File: src/rtl/ex_stage_alu.sv
// Execute stage: single-cycle AND/OR/ADD/SUB/ADDI/ADDR plus a fixed XLEN-step radix-2 shift-add MUL.
// Stalls upstream for exactly XLEN cycles per MUL; flush/reset abort any operation in flight.
module ex_stage_alu #(
  parameter int XLEN = 32
) (
  input  logic            clk_i,
  input  logic            rst_i,
  input  logic            valid_i,
  input  logic [2:0]      Op_i,
  input  logic [XLEN-1:0] rs1_data_i,
  input  logic [XLEN-1:0] rs2_data_i,
  input  logic [XLEN-1:0] imm_i,
  input  logic [4:0]      rsd_i,
  input  logic            flush_i,
  output logic            stall_o,
  output logic            valid_o,
  output logic [XLEN-1:0] result_o,
  output logic [XLEN-1:0] rs2_data_o,
  output logic [4:0]      rsd_o,
  output logic            wr_en_o
);

  localparam int CW = (XLEN > 1) ? $clog2(XLEN) : 1;
  localparam logic [CW-1:0] LAST_STEP = CW'(XLEN - 1);

  localparam logic [0:0] IDLE     = 1'b0;
  localparam logic [0:0] MUL_BUSY = 1'b1;

  localparam logic [2:0] OP_AND  = 3'b000;
  localparam logic [2:0] OP_OR   = 3'b001;
  localparam logic [2:0] OP_ADD  = 3'b010;
  localparam logic [2:0] OP_SUB  = 3'b011;
  localparam logic [2:0] OP_MUL  = 3'b100;
  localparam logic [2:0] OP_ADDI = 3'b101;
  localparam logic [2:0] OP_ADDR = 3'b110;
  localparam logic [2:0] OP_NOP  = 3'b111;

  logic [0:0]      state;
  logic [CW-1:0]   cnt;
  logic [XLEN-1:0] mcand;
  logic [XLEN-1:0] mplier;
  logic [XLEN-1:0] acc;
  logic [XLEN-1:0] acc_next;
  logic [XLEN-1:0] alu_res;
  logic            accept;

  assign accept  = (state == IDLE) && valid_i && !flush_i;
  assign stall_o = (state == MUL_BUSY);
  assign wr_en_o = valid_o && (rsd_o != 5'd0);

  always_comb begin
    alu_res = '0;
    case (Op_i)
      OP_AND:  alu_res = rs1_data_i & rs2_data_i;
      OP_OR:   alu_res = rs1_data_i | rs2_data_i;
      OP_ADD:  alu_res = rs1_data_i + rs2_data_i;
      OP_SUB:  alu_res = rs1_data_i - rs2_data_i;
      OP_ADDI: alu_res = rs1_data_i + imm_i;
      OP_ADDR: alu_res = rs1_data_i + imm_i;
      default: alu_res = '0;
    endcase
  end

  // Only the low XLEN product bits are kept, so the accumulator never needs widening.
  assign acc_next = mplier[0] ? (acc + mcand) : acc;

  always_ff @(posedge clk_i) begin
    if (rst_i) begin
      state      <= IDLE;
      cnt        <= '0;
      mcand      <= '0;
      mplier     <= '0;
      acc        <= '0;
      valid_o    <= 1'b0;
      result_o   <= '0;
      rs2_data_o <= '0;
      rsd_o      <= '0;
    end else begin
      case (state)
        IDLE: begin
          valid_o <= 1'b0;
          if (accept) begin
            if (Op_i == OP_MUL) begin
              state      <= MUL_BUSY;
              cnt        <= '0;
              mcand      <= rs1_data_i;
              mplier     <= rs2_data_i;
              acc        <= '0;
              rsd_o      <= rsd_i;
              rs2_data_o <= rs2_data_i;
            end else if (Op_i != OP_NOP) begin
              valid_o    <= 1'b1;
              result_o   <= alu_res;
              rs2_data_o <= rs2_data_i;
              rsd_o      <= rsd_i;
            end
          end
        end
        default: begin
          valid_o <= 1'b0;
          if (flush_i) begin
            state <= IDLE;
          end else begin
            acc    <= acc_next;
            mcand  <= mcand << 1;
            mplier <= mplier >> 1;
            cnt    <= cnt + 1'b1;
            if (cnt == LAST_STEP) begin
              state    <= IDLE;
              valid_o  <= 1'b1;
              result_o <= acc_next;
            end
          end
        end
      endcase
    end
  end

endmodule

File: config.mk
export PLATFORM = sky130hd
export DESIGN_NAME = ex_stage_alu
export DESIGN_NICKNAME = d
export VERILOG_FILES = /design/src/rtl/ex_stage_alu.sv
export SDC_FILE = /design/constraint.sdc
export NUM_CORES = 1
export LEC_CHECK = 0
export ABC_AREA = 1
export CAP_MARGIN = 15
export CELL_PAD_IN_SITES_DETAIL_PLACEMENT = 1
export CELL_PAD_IN_SITES_GLOBAL_PLACEMENT = 1
export CORE_ASPECT_RATIO = 2
export CORE_UTILIZATION = 42
export DETAILED_ROUTE_END_ITERATION = 6
export PLACE_DENSITY = 0.86
export SKIP_CTS_REPAIR_TIMING = 1
export SLEW_MARGIN = 20
export SYNTH_ARGS = -nofsm -noshare
export SYNTH_HDL_FRONTEND = slang
export SYNTH_SLANG_ARGS = --single-unit
File: constraint.sdc
create_clock -name clk_i -period 6.41 [get_ports clk_i]
set_input_delay 1.282 -clock clk_i [delete_from_list [all_inputs] [get_ports clk_i]]
set_output_delay 1.282 -clock clk_i [all_outputs]
set_load 0.05 [all_outputs]
==> summary.txt, run 1 <==
Die
  – Die Y: 251.6 um
  – Total die area: 0.03189 mm2
  – IO Count: 180
  – Core Footprint: 0.03074 mm2
  – Initial core utilization: 42.54%
  – Core Rows: 91
  – Die X: 126.8 um

Worst setup path
  – Crit path capture type: flop
  – CP startpoint kind: input port
  – Critical Path AT: 6.53 ns
  – CP max FO: 8
  – Critical path required time: 6.79 ns
  – Worst Setup Path Type: in2reg

Timing
  – Tightest Pin Transition: 1.108 ns
  – Relative slew slack: 26.12%
  – Final Critical Period: 6.150 ns
  – Clk_skew: 0.01782 ns
  – RSZ-0062 raised after global routing: false
  – Max Clk Rate: 0.1626 GHz
  – Slew Limit Fails: 0
  – Setup violations, final: 0
  – Hold_ws: 0.4743 ns
  – Final Hold Fails: 0
  – Period utilization: 95.94%
  – Total Neg Setup Slack: 0 ns

CTS
  – H-tree Lvls: 4
  – CTS Sinks: 172
  – CTS tree: done
  – Clock transition at path regs: 0.08 ns
  – CTS root buf: clkbuf_16
  – Clk Latency, worst-skew pair: 0.46 ns
  – Cts bufs inserted: 17
  – CTS Buffer Depth: 2

Route
  – DRT Pass-1 Iters: 5
  – Initial drt markers: 1192
  – DR vias: 16632
  – Detailed Route WL: 74.74 mm
  – DRC Markers: 0
  – DR WL/cell: 28.43 um
  – Vias/cell: 6.326
  – Routed Antenna Nets: 0

Status
  – Status: complete, no violations

Synth
  – Syn avg cell area: 6.184 um2
  – Dominant synthesized flop cell: dfxtp_1
  – Mapped Cells: 2115
  – Count of cell types in the netlist: 55
  – Synthesized Nets: 2297
  – Post-synth ARST share: 0%
  – Register area share after synthesis: 26.33%
  – Yosys reg bits: 172
  – Post-synth top area cell: dfxtp_1
  – Synth warn: 0
  – Post-synth EDFFs: 0
  – Post-synth top area share: 26.33%
  – Mapped Area: 0.01308 mm2
  – Synth area leaders: dfxtp_1 (26%), nand2_1 (14%), o21ai_0 (9.3%)

Global route
  – Pin count of the biggest net entering global routing: 123
  – Number of global-route vias before repair: 17542
  – Grt ovf: 0
  – GRT Total Usage: 47.30%
  – First-pass GRT wire length: 109.4 mm
  – Antenna violations before repair: 6

Cells and area
  – Commonest non-fill, non-tap cell in the layout: nand2_1
  – Layout area overhead: 21.00%
  – Design area: 0.01583 mm2
  – Fillcell total: 4229
  – Fin nets: 2420
  – Util after Layout: 51.48%
  – Most frequent cells in the layout: nand2_1 (489), o21ai_0 (243), nor2_1 (224)
  – Share of cells above drive strength 1: 5.908%

Place
  – Port Buf Inserts: 179
  – Detailed Place HPWL: 58.01 mm
  – Area after DPL: 0.01521 mm2
  – Global placement routability congestion: 1.085

Hold path
  – Hold Path Class: reg2reg

Pwr
  – PwrDens: 209.3 mW/mm2
  – Leakage power: 6.586 nW
  – VDD IR max: 0.0001862 V

Flow run
  – MaxCap Viol Count: 0
-- per-layer routing --
metal  GRT usage, %  up-vias  part of all wire (%)
li1               -     7463                     -
met1          41.86     8027                    31
met2          82.46      743                    49
met3          11.24      399                   6.3
met4          53.57        0                    13
met5              0        -                     0
-- layout make-up --
class,instances,area [um2],area share [%]
clock inverters,14,167.7,1.059
diodes,6,15.01,0.09488
inverters,162,613.1,3.874
clock buffers,18,429.2,2.712
well taps,372,465.4,2.941
multi-input cells,1664,8569,54.15
flip-flops and latches,172,3446,21.77
repair buffers,221,2120,13.39
-- power by group --
| part | internal (mW) | total, mW | switching (mW) |
|---|---|---|---|
| registers | 1.12 | 1.16 | 0.0372 |
| clock network | 0.561 | 1.08 | 0.521 |
| logic | 0.337 | 1.07 | 0.737 |
| total | 2.02 | 3.31 | 1.30 |
-- path summary, 6_finish.rpt --
path | slack, ns | cells past startpoint | startpoint | end
hold / removal | 0.47 | 2 | mplier[14] | mplier[13]
hold reg to reg | 0.47 | 2 | mplier[14] | mplier[13]
setup reg to reg | 3.21 | 13 | mcand[0] | result_o[30]
setup / recovery | 0.26 | 23 | rs2_data_i[1] | result_o[22]
-- flip-flops by register name, summed over array words and instances (netlist names) --
| name | count |
|---|---|
| rs2_data_o | 32 |
| acc | 32 |
| valid_o | 1 |
| stall_o | 1 |
| result_o | 32 |
| mcand | 32 |
| cnt | 5 |
| rsd_o | 5 |
| mplier | 32 |
-- cell usage after synthesis, types with 7 or more instances --
cell      number
inv_2         10
nand4_1       22
o211ai_1      18
nand2_1      489
dfxtp_1      172
or2_2         16
nor2_2         8
ha_1          72
clkbuf_1      75
buf_2         29
o21ai_0      244
o21ai_1       15
nand3_1      163
a31oi_1      107
o21bai_1      10
a21o_1         9
nor3_1        18
a21oi_1      184
inv_1        148
xor2_1         8
nor2_1       225
nand3b_1       9
buf_1          7
-- cell families (layout without fill, tap and decap cells) --
| logic type | count (synthesis) | in the layout | share of synthesized area, % |
|---|---|---|---|
| other | 0 | 6 | 0 |
| buffers and inverters | 279 | 415 | 8.505 |
| and+or+nand+nor | 976 | 976 | 32.07 |
| DFF | 172 | 172 | 26.33 |
| adders and majority gates | 74 | 74 | 7.194 |
| xor gates and xnor gates | 9 | 9 | 0.6027 |
| AOI/OAI and AO/OA | 605 | 605 | 25.30 |
-- worst max-delay path: stages --
cell,delay (ns)
clkdlybuf4s50_1,0.75
inv_1,0.28
ha_1,0.29
nand3_4,0.11
nor3_4,0.33
nand2_1,0.13
nor2_1,0.12
inv_1,0.09
nor3_1,0.32
nand3_1,0.20
o211ai_1,0.21
a31oi_1,0.17
ha_1,0.44
nand2_1,0.13
nor2_1,0.19
inv_1,0.08
nor2_1,0.42
nand4_1,0.29
nand4_1,0.16
nand3_1,0.13
nand3_1,0.14
nand2_1,0.09
a21oi_1,0.16
-- through the flow --
stage	std cells	total power, mW	worst slack, ns
detailed placement	2591	2.206	-0.01396
global placement	2591	2.182	-0.04770
finish	2629	3.312	0.2601
global route	2629	3.411	0.01149
floorplan	2115	1.760	2.291
CTS	2623	3.274	0.4350
Note: power is estimated with default switching activity, not from simulation.
==> inputs of run 2 (changes only) <==
CELL_PAD_IN_SITES_DETAIL_PLACEMENT = 2   (was 1)
CELL_PAD_IN_SITES_GLOBAL_PLACEMENT = 2   (was 1)
CORE_UTILIZATION = 32   (was 42)
PLACE_DENSITY = 0.85   (was 0.86)
==> run 2 against run 1 <==
Total power grew 0.66%. Combinational power is essentially flat. Largest cell class unchanged. Cell area grew 1.2%. Largest power group unchanged. Worst setup slack gained 0.42 ns. Critical path type unchanged. Critical path depth grew 1. Sequential power is essentially flat. Clock power is essentially flat. Wire length grew 5.1%. Non-clock buffer count grew 1. First-iteration DRC count shrank 43%.
==> summary.txt, run 2 (synthesis results as in run 1) <==
Status
  – Status: complete, no violations

CTS
  – CTS root buf: clkbuf_16
  – Clk Latency, worst-skew pair: 0.47 ns (about the same)
  – CTS tree: done
  – Cts bufs inserted: 17 (unchanged)
  – CTS Buffer Depth: 2 (unchanged)
  – H-tree Lvls: 4 (unchanged)
  – CTS Sinks: 172 (unchanged)
  – Clock transition at path regs: 0.08 ns (about the same)

Flow run
  – MaxCap Viol Count: 0 (unchanged)

Die
  – Initial core utilization: 32.53% (-10 points)
  – Total die area: 0.04173 mm2 (+31%)
  – IO Count: 180 (unchanged)
  – Core Footprint: 0.04021 mm2 (+31%)
  – Core Rows: 104 (+14%)
  – Die X: 145.0 um (+14%)
  – Die Y: 287.9 um (+14%)

Worst setup path
  – Critical path required time: 6.81 ns (+0.02 ns)
  – CP max stage cell: clkdlybuf4s50_1
  – Worst path most repeated cell: nand2_1
  – Worst Setup Path Type: in2reg
  – Chain of cells forming the critical path: clkdlybuf4s50_1 -> inv_1 -> ha_1 -> nand3_4 -> nor3_4 -> nand2_1 -> nor2_1 -> inv_1 -> nor3_1 -> nand3_1 -> o211ai_1 -> a31oi_1 -> ha_1 -> nand2_1 -> o21ai_0 -> a21oi_1 -> nor2_1 -> nor2_1 -> nand2_1 -> nand2_1 -> nand3_1 -> nand3_1 -> nand2_1 -> a21oi_1
  – Critical Path AT: 6.13 ns (-0.40 ns)
  – Reg2Reg Setup Slack: 2.71 ns (-0.50 ns)
  – CP Buf/Inv Count: 3 (-1)
  – CP max FO: 8 (unchanged)
  – Delay-heaviest family, CP: simple AND/OR/NAND/NOR gates
  – Crit path capture type: flop
  – Slowest stage delay, CP: 0.57 ns (-0.18 ns)
  – CP startpoint kind: input port

Timing
  – Clk_skew: 0.01621 ns (-0.001610 ns)
  – Max Clk Rate: 0.1745 GHz (+7.3%)
  – Final Hold Fails: 0 (unchanged)
  – Total Neg Setup Slack: 0 ns (unchanged)
  – Period utilization: 89.40% (-6.5 points)
  – Post-route setup slack: 0.6794 ns (+0.4193 ns)
  – Hold_ws: 0.4682 ns (-0.006074 ns)
  – RSZ-0062 raised after global routing: false
  – Slew Limit Fails: 0 (unchanged)
  – Tightest Pin Transition: 1.064 ns (-0.04410 ns)
  – Final Critical Period: 5.731 ns (-0.4193 ns)
  – Setup violations, final: 0 (unchanged)
  – Relative slew slack: 28.83% (+2.7 points)

Route
  – Routed Antenna Nets: 0 (unchanged)
  – Detailed Route WL: 78.52 mm (+5.1%)
  – Initial drt markers: 685 (-43%)
  – DRC Markers: 0 (unchanged)
  – DR vias: 16296 (-2.0%)
  – DR WL/cell: 28.20 um (-0.79%)
  – DRT Pass-1 Iters: 5 (unchanged)
  – Vias/cell: 5.853 (-7.5%)

Pwr
  – PwrDens: 208.2 mW/mm2 (-0.54%)
  – Tot Pwr: 3.334 mW (+0.66%)
  – VDD IR max: 0.0001900 V (+2.0%)
  – Leakage power: 6.578 nW (-0.12%)

Place
  – Place WS: 0.3085 ns (+0.3224 ns)
  – Global placement routability congestion: 0.9420 (-13%)
  – Detailed Place HPWL: 63.06 mm (+8.7%)
  – Area after DPL: 0.01542 mm2 (+1.4%)
  – Port Buf Inserts: 179 (unchanged)

Cells and area
  – Share of cells above drive strength 1: 5.950% (+0.042 points)
  – Layout area overhead: 22.45%
  – Most frequent cells in the layout: nand2_1 (489), o21ai_0 (243), nor2_1 (224)
  – Commonest non-fill, non-tap cell in the layout: nand2_1
  – Fin nets: 2421 (+0.041%)
  – Design area: 0.01602 mm2 (+1.2%)

Global route
  – Pin count of the biggest net entering global routing: 121 (-1.6%)
  – Number of global-route vias before repair: 17843 (+1.7%)
  – Antenna violations before repair: 3 (-3)
  – Grt ovf: 0 (unchanged)
  – First-pass GRT wire length: 113.8 mm (+4.0%)
  – GRT Total Usage: 37.19% (-10 points)

Hold path
  – Hold Path Class: reg2reg
[run 2: per-layer routing]
layer | global-route usage, % | part of all wire [%] | up-vias | wire [um]
li1 | - | - | 7454 | -
met1 | 33.96 | 34 | 8147 | 26500
met2 | 71.31 | 53 | 458 | 41970
met3 | 4.279 | 3.1 | 237 | 2403
met4 | 34.26 | 9.7 | 0 | 7643
met5 | 0 | 0 | - | 0
[run 2: final cells by class]
cell class	count	area, um2
Multi-Input combinational cell	1664	8566
Fill cell	4876	24190
Sequential cell	172	3446
Inverter	162	614.3
Timing Repair Buffer	222	2127
Clock buffer	18	439.2
Antenna cell	2	5.005
Tap cell	530	663.1
Clock inverter	14	155.1
[run 2: worst min-delay path, delay by kind of cell (launching register included)]
kind | cells | cell delay, ns
DFF | 1 | 0.31
and+or+nand+nor | 1 | 0.06
AOI/OAI and AO/OA | 1 | 0.07
[run 2: worst paths after layout]
kind         cells past startpoint            to          start
min reg2reg                      2    mplier[28]     mplier[29]
max                             24  result_o[28]  rs2_data_i[1]
max reg2reg                     13  result_o[30]       mcand[0]
min                              2    mplier[28]     mplier[29]
[run 2: power breakdown]
part	switching (mW)	internal, mW
Combinational	0.747	0.338
Clock	0.525	0.563
Sequential	0.0424	1.12
[run 2: metrics by stage]
stage | utilization, % | cells
finish | 39.83 | 2784
global route | 39.82 | 2782
CTS | 39.82 | 2782
detailed placement | 38.34 | 2750
global placement | 38.34 | 2750
floorplan | - | 2115
==> inputs of run 3 (changes only) <==
RECOVER_POWER = 50   (was not set)
SKIP_CTS_REPAIR_TIMING = not set   (was 1)
==> run 3 against run 2 <==
The flow now finishes with violations (max-capacitance violations, max-slew violations). Die area did not move. Combinational power barely moved. Cell area about the same. Global-route usage stayed put. Non-clock buffer count unchanged. Count of clock-buffer cells in the layout unchanged. Wire length fell by 0.11%. Register-to-register slack lost 1.3 ns. Total power is 0.44% lower. Maximum frequency shrank 0.35%. Sequential power is essentially flat. Via count decreased by 0.36%. Critical path type unchanged. Largest power group unchanged.
==> summary.txt, run 3 (synthesis results as in run 1) <==
Status
  – Status: finished with violations
  – Violated checks: max-capacitance violations, max-slew violations

Place
  – Port Buf Inserts: 179 (unchanged)
  – DP Cell Count: 2750 (unchanged)
  – Global placement routability congestion: 0.9420 (unchanged)
  – Detailed Place HPWL: 63.06 mm (unchanged)

Worst setup path
  – Reg2Reg Setup Slack: 1.40 ns (-1.31 ns)
  – CP max FO: 63 (+55)
  – Crit path capture type: flop
  – Critical Path Source: Op_i[2]
  – Slowest stage delay, CP: 1.78 ns (+1.21 ns)
  – R2r endpoint: result_o[30]
  – Chain of cells forming the critical path: dlygate4sd3_1 -> inv_1 -> nor2_1 -> nor2_4 -> clkbuf_1 -> nand2_1 -> o21ai_4 -> inv_1 -> a21oi_1 -> a21oi_1
  – CP max stage cell: clkbuf_1
  – Worst Setup Path Type: in2reg
  – Critical path required time: 6.72 ns (-0.09 ns)
  – Critical Path AT: 6.06 ns (-0.07 ns)
  – R2R cell count: 9 (-4)
  – RR Startpoint: stall_o
  – CP startpoint kind: input port

Cells and area
  – Final non-filler cell total: 2785 (+0.036%)
  – Layout area overhead: 22.37% (about the same)
  – Fillcell total: 4878 (+0.041%)
  – Most frequent cells in the layout: nand2_1 (489), o21ai_0 (243), nor2_1 (226)
  – Share of cells above drive strength 1: 5.684% (-0.27 points)
  – Fin nets: 2421 (unchanged)
  – Commonest non-fill, non-tap cell in the layout: nand2_1

Die
  – IO Count: 180 (unchanged)
  – Core Rows: 104 (unchanged)
  – Core Footprint: 0.04021 mm2 (unchanged)
  – Die Y: 287.9 um (unchanged)
  – Initial core utilization: 32.53% (unchanged)
  – Die X: 145.0 um (unchanged)
  – Total die area: 0.04173 mm2 (unchanged)

Hold path
  – Hold Startpoint: mplier[29]
  – Hold depth: 2 (unchanged)
  – Hold-critical path endpoint: mplier[28]
  – Hold Path Class: reg2reg

Route
  – DRT Pass-1 Iters: 5 (unchanged)
  – Initial drt markers: 741 (+8.2%)
  – Vias/cell: 5.830 (-0.40%)
  – Detailed Route WL: 78.43 mm (-0.11%)
  – DR vias: 16237 (-0.36%)
  – Routed Antenna Nets: 0 (unchanged)
  – DRC Markers: 0 (unchanged)
  – DR WL/cell: 28.16 um (-0.14%)

Pwr
  – VDD IR max: 0.0001917 V (+0.92%)
  – Leakage power: 6.762 nW (+2.8%)
  – Tot Pwr: 3.319 mW (-0.44%)
  – PwrDens: 207.4 mW/mm2 (-0.37%)

Timing
  – Tightest Pin Transition: 2.498 ns (+1.434 ns)
  – Final Hold Fails: 0 (unchanged)
  – Setup violations, final: 0 (unchanged)
  – Clk_skew: 0.01613 ns (-0.00008240 ns)
  – Total Neg Setup Slack: 0 ns (unchanged)
  – Period utilization: 89.71% (+0.31 points)
  – Max Clk Rate: 0.1739 GHz (-0.35%)
  – Final Critical Period: 5.751 ns (+0.01994 ns)
  – Relative slew slack: -66.55% (-95 points)
  – Slew Limit Fails: 64 (+64)
  – RSZ-0062 raised after global routing: false
  – Hold_ws: 0.4672 ns (-0.001084 ns)

CTS
  – Clk Latency, worst-skew pair: 0.47 ns (about the same)
  – CTS Sinks: 172 (unchanged)
  – Cts bufs inserted: 17 (unchanged)
  – CTS tree: done
  – CTS Buffer Depth: 2 (unchanged)
  – CTS root buf: clkbuf_16
  – H-tree Lvls: 4 (unchanged)
  – Setup bufs post-CTS: 0
  – # hold bufs at CTS: 0
  – CTS resizes: 0
  – Clock transition at path regs: 0.08 ns (about the same)

Global route
  – Number of global-route vias before repair: 17843 (unchanged)
  – Antenna violations before repair: 3 (unchanged)
  – GRT Total Usage: 37.19% (unchanged)
  – First-pass GRT wire length: 113.8 mm (unchanged)
  – Grt ovf: 0 (unchanged)
  – Pin count of the biggest net entering global routing: 121 (unchanged)

Flow run
  – MaxCap Viol Count: 1 (+1)
==> run 3: stage by stage <==
step | util, % | instance area [um2] | setup slack, ns
final | 39.80 | 16000 | 0.6594
after global routing | 39.78 | 16000 | 0.3747
after detailed placement | 38.34 | 15420 | 0.3085
after global placement | 38.34 | 15420 | 0.3163
after CTS | 39.82 | 16010 | 0.7385
after floorplan | - | 13080 | 2.291
==> run 3: worst max path at each step <==
| stage | to | slack [ns] | cells after the start |
|---|---|---|---|
| final | result_o[30] | 0.66 | 10 |
| after global routing | result_o[30] | 0.37 | 10 |
| after CTS | result_o[28] | 0.74 | 24 |
| after detailed placement | result_o[28] | 0.31 | 24 |
| after global placement | result_o[28] | 0.32 | 24 |
| after floorplan | result_o[29] | 2.29 | 22 |
==> run 3: layer usage <==
metal	up-vias	share of wire, %	track usage, %
met3	240	3.1	4.279
met4	0	9.7	34.26
li1	7454	-	-
met5	-	0	0
met2	473	53	71.31
met1	8070	34	33.96
==> run 3: critical path: cells and delay by family <==
family          cells  cell delay (ns)
simple gates        3             0.60
buf+inv             4             3.00
compound gates      3             1.16
==> run 3: cell type report <==
class | instances | area [um2] | area share (%)
flip-flops and latches | 172 | 3446 | 21.53
multi-input cells | 1664 | 8556 | 53.46
repair buffers | 222 | 2123 | 13.27
diodes | 3 | 7.507 | 0.04691
well taps | 530 | 663.1 | 4.144
clock buffers | 18 | 439.2 | 2.744
clock inverters | 14 | 155.1 | 0.9694
inverters | 162 | 614.3 | 3.839
==> run 3: power by group <==
part | internal (mW) | leakage (nW) | switching [mW]
Clock | 0.563 | 0.286 | 0.524
Combinational | 0.327 | 5.07 | 0.746
Sequential | 1.12 | 1.40 | 0.0409
